[src/rtl/paced_stream_mux.sv]
// Multi-channel paced sampler: each channel captures its input every interval+1
// enabled cycles into a one-entry slot; a round-robin arbiter drains slots onto one stream.
module paced_stream_mux #(
  parameter int DW  = 32,
  parameter int NCH = 4,
  parameter int CW  = 8,
  parameter int IDW = (NCH > 1) ? $clog2(NCH) : 1
) (
  input  logic              clk,
  input  logic              rst,
  input  logic              en,
  input  logic [NCH*CW-1:0] interval,
  input  logic [NCH*DW-1:0] data,
  output logic              m_valid,
  input  logic              m_ready,
  output logic [DW-1:0]     m_data,
  output logic [IDW-1:0]    m_chan,
  output logic [NCH-1:0]    ovf,
  input  logic [NCH-1:0]    ovf_clr
);

  logic [CW-1:0]  r_cnt  [NCH];
  logic [DW-1:0]  r_slot [NCH];
  logic [NCH-1:0] r_pend;
  logic [NCH-1:0] r_ovf;
  logic [IDW-1:0] r_ptr;
  logic           r_m_valid;
  logic [DW-1:0]  r_m_data;
  logic [IDW-1:0] r_m_chan;

  logic           w_load;
  logic           w_found;
  logic [IDW-1:0] w_gnt;
  logic [IDW-1:0] w_ptr_nxt;
  logic [NCH-1:0] w_gnt_oh;
  logic [NCH-1:0] w_try;
  logic [NCH-1:0] w_cap;
  logic [NCH-1:0] w_ovr;

  // Round-robin grant: first pending channel at or after the pointer, wrapping.
  always_comb begin
    int idx;
    w_load    = (!r_m_valid || m_ready) && (|r_pend);
    w_found   = 1'b0;
    w_gnt     = IDW'(0);
    for (int k = 0; k < NCH; k++) begin
      idx = int'(r_ptr) + k;
      if (idx >= NCH) begin
        idx = idx - NCH;
      end else begin
        idx = idx;
      end
      if (!w_found && r_pend[idx]) begin
        w_found = 1'b1;
        w_gnt   = IDW'(idx);
      end else begin
        w_found = w_found;
      end
    end
    if (int'(w_gnt) == NCH - 1) begin
      w_ptr_nxt = IDW'(0);
    end else begin
      w_ptr_nxt = w_gnt + IDW'(1);
    end
    if (w_load) begin
      w_gnt_oh = NCH'(1) << w_gnt;
    end else begin
      w_gnt_oh = NCH'(0);
    end
  end

  // Capture attempts; a slot being granted this cycle counts as free.
  always_comb begin
    w_try = NCH'(0);
    w_cap = NCH'(0);
    w_ovr = NCH'(0);
    for (int i = 0; i < NCH; i++) begin
      w_try[i] = en && (r_cnt[i] >= interval[i*CW +: CW]);
      w_cap[i] = w_try[i] && (!r_pend[i] || w_gnt_oh[i]);
      w_ovr[i] = w_try[i] && !w_cap[i];
    end
  end

  // Per-channel pacing counter, holding slot, pending and sticky overrun bits.
  always_ff @(posedge clk or negedge rst) begin
    if (!rst) begin
      for (int i = 0; i < NCH; i++) begin
        r_cnt[i]  <= CW'(0);
        r_slot[i] <= DW'(0);
      end
      r_pend <= NCH'(0);
      r_ovf  <= NCH'(0);
    end else begin
      for (int i = 0; i < NCH; i++) begin
        if (w_cap[i]) begin
          r_cnt[i]  <= CW'(0);
          r_slot[i] <= data[i*DW +: DW];
          r_pend[i] <= 1'b1;
        end else begin
          if (en && !w_try[i]) begin
            r_cnt[i] <= r_cnt[i] + CW'(1);
          end else begin
            r_cnt[i] <= r_cnt[i];
          end
          r_slot[i] <= r_slot[i];
          r_pend[i] <= r_pend[i] && !w_gnt_oh[i];
        end
        if (w_ovr[i]) begin
          r_ovf[i] <= 1'b1;
        end else if (ovf_clr[i]) begin
          r_ovf[i] <= 1'b0;
        end else begin
          r_ovf[i] <= r_ovf[i];
        end
      end
    end
  end

  // Registered output stage and arbiter pointer; drains regardless of en.
  always_ff @(posedge clk or negedge rst) begin
    if (!rst) begin
      r_m_valid <= 1'b0;
      r_m_data  <= DW'(0);
      r_m_chan  <= IDW'(0);
      r_ptr     <= IDW'(0);
    end else if (w_load) begin
      r_m_valid <= 1'b1;
      r_m_data  <= r_slot[w_gnt];
      r_m_chan  <= w_gnt;
      r_ptr     <= w_ptr_nxt;
    end else if (r_m_valid && m_ready) begin
      r_m_valid <= 1'b0;
    end else begin
      r_m_valid <= r_m_valid;
    end
  end

  assign m_valid = r_m_valid;
  assign m_data  = r_m_data;
  assign m_chan  = r_m_chan;
  assign ovf     = r_ovf;

endmodule

[config.mk]
export PLATFORM = sky130hd
export DESIGN_NAME = paced_stream_mux
export DESIGN_NICKNAME = d
export VERILOG_FILES = /design/src/rtl/paced_stream_mux.sv
export SDC_FILE = /design/constraint.sdc
export NUM_CORES = 1
export LEC_CHECK = 0
export ABC_AREA = 1
export BUFFER_PORTS_ARGS = -buffer_cell sky130_fd_sc_hd__buf_2
export CAP_MARGIN = 20
export CORE_MARGIN = 2
export CORE_UTILIZATION = 36
export DETAILED_ROUTE_END_ITERATION = 8
export PLACE_DENSITY_LB_ADDON = 0.05
export REMOVE_ABC_BUFFERS = 1
export SLEW_MARGIN = 40
export SYNTH_ARGS = -nofsm -noshare
export SYNTH_HDL_FRONTEND = slang
export SYNTH_SLANG_ARGS = --single-unit
export TNS_END_PERCENT = 5
[constraint.sdc]
create_clock -name clk -period 3.1 [get_ports clk]
set_input_delay 0.155 -clock clk [delete_from_list [all_inputs] [get_ports clk]]
set_output_delay 0.155 -clock clk [all_outputs]
set_load 0.1 [all_outputs]
==> reports/metrics.yaml, run 1 <==
grt.met2_usage_pct: 39.07
reg2regPathDepth: 15
nNetsFinal: 1986
combinationalPowerShare_pct: 48.6
syn-cell-area_sq_um: 10700
die_area_sq_um: 31110
drive_above_1_share_pct: 16.62
cp-start-kind: "flop"
grt_pass1_wl_um: 55380
grt_util_all_layers_pct: 22.73
async_flop_share_pct: 100.0
io_pins: 207
first_pass_iters: 5
p_clk_share_pct: 20.2
use_met3_pct: 2.196
cts_setup_buffers: 0
critPathKind: "reg -> reg"
grt_max_degree: 92
synthCells: 1460
max_slew_margin_pct: 56.45
dieWidth_um: 176.4
cts_tree: "yes"
clkTransAtPathRegs_ns: 0.06
cts-htree-levels: 1
r2r_start: "r_ptr[0]$_DFFE_PN0P_"
dieHeight_um: 176.4
dp_cells: 2009
status: "completed"
drv_cap: 0
finalClockSkew_ns: 0.01352
drt-total-wl_um: 35050
vdd.ir_drop.worst_mv: 0.5924
period_needed_ns: 2.748
ys_types: 28
worstMarginPinSlew_ns: 0.6473
drv_slew: 0
initial_core_util_pct: 36.29
wl_per_cell_um: 16.01
critPathArrivalTime_ns: 3.20
yosysSeqAreaShare_pct: 47.95
switching_share_pct: 47.90
p_per_area_nw_per_um2: 982.5
finalCritPeriodShare_pct: 88.65
synth.avg_cell_area_sq_um: 7.327
yosysTopAreaCell: "dfrtp_1"
synth_ff_type: "dfrtp_1"
place_ws_ns: 0.3932
port_buffers: 206
cts_root_buffer: "clkbuf_16"
fmax_ghz: 0.3639
timing.rr.end: "r_slot[49]$_DFFE_PN0P_"
ant_nets: 0
diodes: 0
final_cells: 2189
setup_viol: 0
cp_max_fo: 23
cts.path.max_buffers: 3
nFillCells: 3025
clkLatencyLatePin_ns: 0.52
cts.sinks: 205
grt_pass1_vias: 10190
hp-class: "in -> async"
ys_warn_count: 0
drc: 0
rows: 63
yosys.area.top_type_share_pct: 47.95
antenna_found_initial: 0
synth_edf_count: 0
core_area_sq_um: 29480
seq_power_share_pct: 31.2
crit_path_end_kind: "flop"
hold_ws_ns: 0.1191
p_int_mw: 7.341
p_switching_mw: 6.749
busiest_layer: "met2"
required_ns: 3.55
dr.first_iter.drc_count: 600
numCtsBuffers: 25
met1_usage_pct: 31.37
synth_common_cells: "780 x nand2_1, 205 x dfrtp_1, 173 x nand3_1, 79 x inv_1, 36 x ha_1"
grt_overflow_total: 0
hpwl_um: 22200
final.setup.worst_slack_ns: 0.3518
viasPerCell: 4.724
p_leak_nw: 8.176
synthTopCellsByArea: "dfrtp_1 48%, nand2_1 27%, nand3_1 8.1%, ha_1 4.2%, inv_1 2.8%"
synth-seq-cells: 205
area_growth_syn_to_layout_pct: 34.06
finalHoldViolCount: 0
synth.most_common_cell: "nand2_1"
rsz0062_at_grt: "no"
gp_congestion: 0.7927
vias: 10340
rrSetupSlack_ns: 0.35
setup_tns_ns: 0
==> power by group through the flow <==
stage	clock [mW]	combinational, mW	sequential (mW)
3_5_place_dp	0	6.78	4.41
6_report	2.84	6.85	4.39
5_1_grt	3.02	7.73	4.52
2_1_floorplan	0	3.63	5.08
4_1_cts	2.92	6.93	4.39
3_3_place_gp	0	6.70	4.41
==> how the worst max path moves through the flow <==
| stage | depth (start not counted) | from | end |
|---|---|---|---|
| 3_3_place_gp | 15 | r_ptr[0]$_DFFE_PN0P_ | r_slot[60]$_DFFE_PN0P_ |
| 2_1_floorplan | 8 | m_valid$_DFFE_PN0P_ | r_cnt[10]$_DFFE_PN0P_ |
| 6_report | 15 | r_ptr[0]$_DFFE_PN0P_ | r_slot[49]$_DFFE_PN0P_ |
| 5_1_grt | 15 | r_ptr[0]$_DFFE_PN0P_ | r_slot[52]$_DFFE_PN0P_ |
| 3_5_place_dp | 15 | r_ptr[0]$_DFFE_PN0P_ | r_slot[40]$_DFFE_PN0P_ |
| 4_1_cts | 15 | r_ptr[0]$_DFFE_PN0P_ | r_slot[49]$_DFFE_PN0P_ |
==> metal layers <==
metal	routed length (um)	up-vias
met5	0	-
met4	626	0
met3	1575	40
met2	16600	253
met1	16250	4836
li1	-	5212
==> worst max-delay path, stage by stage (launching register included) <==
cell     delay [ns]
dfrtp_1        0.54
inv_1          0.20
nand2_1        0.12
nand2_1        0.05
nand2_1        0.08
nand2_1        0.10
nor2_2         0.17
nand2_1        0.12
nand3_1        0.13
nand2_4        0.19
nand3_2        0.14
nand2_2        0.07
nand2_2        0.35
buf_12         0.26
nand2_1        0.07
nand2_1        0.06
==> cells in the final DEF (no fill, tap or decap), drive strengths merged <==
master,count
buf,233
nor3,3
nand4,4
clkbuf,40
a21oi,16
dfrtp,205
nand2,793
a31oi,1
o2111ai,4
inv,78
nand3b,1
o21ai,17
nor2,35
ha,36
o211ai,2
o22ai,4
xnor2,8
nor4,1
nand3,177
clkinv,6
dlygate4sd3,135
==> per-stage QoR <==
stage	area [sq um]	utilization (%)	total power, mW
after floorplan	10320	-	8.710
after global placement	12150	41.20	11.12
after detailed placement	12160	41.25	11.20
after CTS	14310	48.55	14.23
after global routing	14340	48.65	15.27
final	14340	48.65	14.09
==> flip-flops by register name, indices dropped and copies added, names as in the netlist <==
name and cells:
r_slot 128, m_data 32, r_cnt 32, ovf 4
r_pend 4, m_chan 2, r_ptr 2, m_valid 1
==> layout make-up <==
type / count / area (sq um) / area share (%)
Sequential cell: 205 / 5130 / 35.77
Multi-Input combinational cell: 1102 / 4911 / 34.24
Timing Repair Buffer: 368 / 2710 / 18.90
Clock buffer: 40 / 782.0 / 5.453
Tap cell: 390 / 488.0 / 3.403
Inverter: 80 / 300.3 / 2.094
Clock inverter: 4 / 20.02 / 0.1396
==> kinds of logic (layout without fill, tap and decap cells) <==
family / after synthesis / count (layout) / synth area share, %
adders and majority gates: 36 / 36 / 4.211
and+or+nand+nor: 1014 / 1014 / 38.49
AOI/OAI and AO/OA: 44 / 44 / 2.362
xor gates and xnor gates: 8 / 8 / 0.6550
buffers and inverters: 153 / 492 / 6.327
DFF: 205 / 205 / 47.95
==> repair_timing <==
action | CTS | global route
hold buffers | 135 | 0
gates resized for setup | 0 | 0
endpoints found under the hold margin | 222 | 0
endpoints found under the setup margin | 0 | 0
No activity file was read; power rests on OpenSTA's default activity.
==> run 2: changes to the inputs <==
--- a/config.mk
+++ b/config.mk
@@ -8,8 +8,11 @@
 export ABC_AREA = 1
 export BUFFER_PORTS_ARGS = -buffer_cell sky130_fd_sc_hd__buf_2
 export CAP_MARGIN = 20
+export CELL_PAD_IN_SITES_DETAIL_PLACEMENT = 0
+export CELL_PAD_IN_SITES_GLOBAL_PLACEMENT = 1
 export CORE_MARGIN = 2
 export CORE_UTILIZATION = 36
+export CTS_CLUSTER_SIZE = 28
 export DETAILED_ROUTE_END_ITERATION = 8
 export PLACE_DENSITY_LB_ADDON = 0.05
 export REMOVE_ABC_BUFFERS = 1
==> constraint.sdc (replaced) <==
create_clock -name clk -period 2.23 [get_ports clk]
set_input_delay 0.1115 -clock clk [delete_from_list [all_inputs] [get_ports clk]]
set_output_delay 0.1115 -clock clk [all_outputs]
set_load 0.1 [all_outputs]
==> reports/metrics.yaml, run 2 (synthesis results as in run 1) <==
status: "completed"
first_pass_iters: 5
p_leak_nw: 8.507
setup_tns_ns: 0
crit_slowest_cell: "dfrtp_1"
rrSetupSlack_ns: 0.05
top_register: "r_slot"
critPathArrivalTime_ns: 2.58
hpwl_um: 24180
required_ns: 2.63
cts_root_buffer: "clkbuf_16"
drv_cap: 0
hold_ws_ns: 0.1804
final_cell_mix: "769 x nand2_1, 205 x buf_2, 204 x dfrtp_1"
ant_nets: 0
grt_pass1_wl_um: 56800
initial_core_util_pct: 36.29
numCtsBuffers: 25
finalHoldViolCount: 0
cp_max_fo: 8
critPathMostFrequentCell: "nand2_1"
vias: 10670
critPathBufInv: 3
fmax_ghz: 0.4590
cts.path.max_buffers: 3
rows: 63
rsz0062_at_grt: "yes"
setup_viol: 0
wl_per_cell_um: 16.91
dieWidth_um: 176.4
area_growth_syn_to_layout_pct: 40.78
cpPeakStageDelay_ns: 0.41
cts_tree: "yes"
layout_commonest_cell: "nand2_1"
diodes: 0
gp_congestion: 0.8230
crit_path_end_kind: "flop"
worst_path_dominant_cell_family: "simple AND/OR/NAND/NOR gates"
final_core_util_pct: 51.09
cts-htree-levels: 1
nNetsFinal: 2033
dieHeight_um: 176.4
core_area_sq_um: 29480
vdd.ir_drop.worst_mv: 0.9984
critPathKind: "reg -> reg"
grt_pass1_vias: 10340
drc: 0
viasPerCell: 4.778
die_area_sq_um: 31110
busiest_layer: "met2"
timing.rr.end: "r_slot[79]$_DFFE_PN0P_"
finalClockSkew_ns: 0.009341
use_met3_pct: 2.498
path_cells: "buf_6 > nand2_1 > nand2_1 > nand2_1 > inv_1 > a31oi_4 > nand2_2 > nor2_4 > nand3_4 > nand2_8 > nand2_8 > clkbuf_16 > nand2_1 > nand2_1"
finalCritPeriodShare_pct: 97.69
drt-total-wl_um: 37750
cts.sinks: 205
clkTransAtPathRegs_ns: 0.06
max_slew_margin_pct: 54.28
drv_slew: 0
p_total_mw: 21.28
dr.first_iter.drc_count: 725
largest_reg_flops: 128
worstMarginPinSlew_ns: 0.6851
grt.met2_usage_pct: 39.26
port_buffers: 206
grt_overflow_total: 0
drive_above_1_share_pct: 19.54
grt_util_all_layers_pct: 23.40
met1_usage_pct: 32.69
clkLatencyLatePin_ns: 0.52
r2r_start: "r_ptr[0]$_DFFE_PN0P_"
reg2regPathDepth: 14
cp-start-kind: "flop"
hp-class: "in -> async"
period_needed_ns: 2.178
grt_max_degree: 77
antenna_found_initial: 0
io_pins: 207
p_per_area_nw_per_um2: 1413
## run 2: cell count changes in the layout (fill, tap and decap cells not counted), sizes merged
cell / previous run / this run
clkinvlp: 0 / 1
clkinv: 6 / 3
nor2: 35 / 36
buf: 233 / 273
clkbuf: 40 / 43
bufinv: 0 / 2
inv: 78 / 77
## run 2: how the worst max path moves through the flow
| stage | endpoint | startpoint | slack (ns) | cells after the start |
|---|---|---|---|---|
| finish | r_slot[79]$_DFFE_PN0P_ | r_ptr[0]$_DFFE_PN0P_ | 0.05 | 14 |
| global placement | r_slot[101]$_DFFE_PN0P_ | r_ptr[0]$_DFFE_PN0P_ | 0.05 | 14 |
| floorplan | r_cnt[10]$_DFFE_PN0P_ | m_valid$_DFFE_PN0P_ | -1.55 | 8 |
| CTS | r_slot[79]$_DFFE_PN0P_ | r_ptr[0]$_DFFE_PN0P_ | -0.006 | 14 |
| detailed placement | r_slot[99]$_DFFE_PN0P_ | r_ptr[0]$_DFFE_PN0P_ | -0.002 | 14 |
| global route | r_slot[77]$_DFFE_PN0P_ | r_ptr[1]$_DFFE_PN0P_ | -0.06 | 15 |
## run 2: power by group
group | leakage, nW | internal (mW) | total [mW] | switching [mW]
Sequential | 2.71 | 5.17 | 6.09 | 0.922
Clock | 0.372 | 2.37 | 3.95 | 1.57
Combinational | 5.43 | 3.71 | 11.2 | 7.54
## run 2: through the flow
step / cell area [sq um] / worst slack (ns) / instances
3_3_place_gp: 12510 / 0.04892 / 2039
3_5_place_dp: 12510 / -0.002306 / 2039
6_report: 15060 / 0.05157 / 2232
4_1_cts: 14630 / -0.005755 / 2214
5_1_grt: 15060 / -0.05505 / 2232
2_1_floorplan: 10320 / -1.552 / 1387
## run 2: final cells by class
cell class                      instances  area, sq um
Clock inverter                          3        65.06
Timing Repair Buffer                  414         3328
Tap cell                              390        488.0
Fill cell                            2963        14420
Clock buffer                           37        700.7
Sequential cell                       205         5131
Inverter                               80        304.0
Multi-Input combinational cell       1103         5044
## run 2: what timing repair did
action	CTS	global route
gates cloned	0	8
hold buffers	135	0
setup buffers	0	10
resized for setup	2	47
pin swaps	0	18
endpoints found under the setup margin	24	198
hold endpoints to repair	204	0
## run 2: metal layers
metal | wire, um | vias to the layer above
met5 | 0 | -
met4 | 804 | 0
met3 | 1778 | 51
met2 | 17700 | 285
met1 | 17460 | 5019
li1 | - | 5310
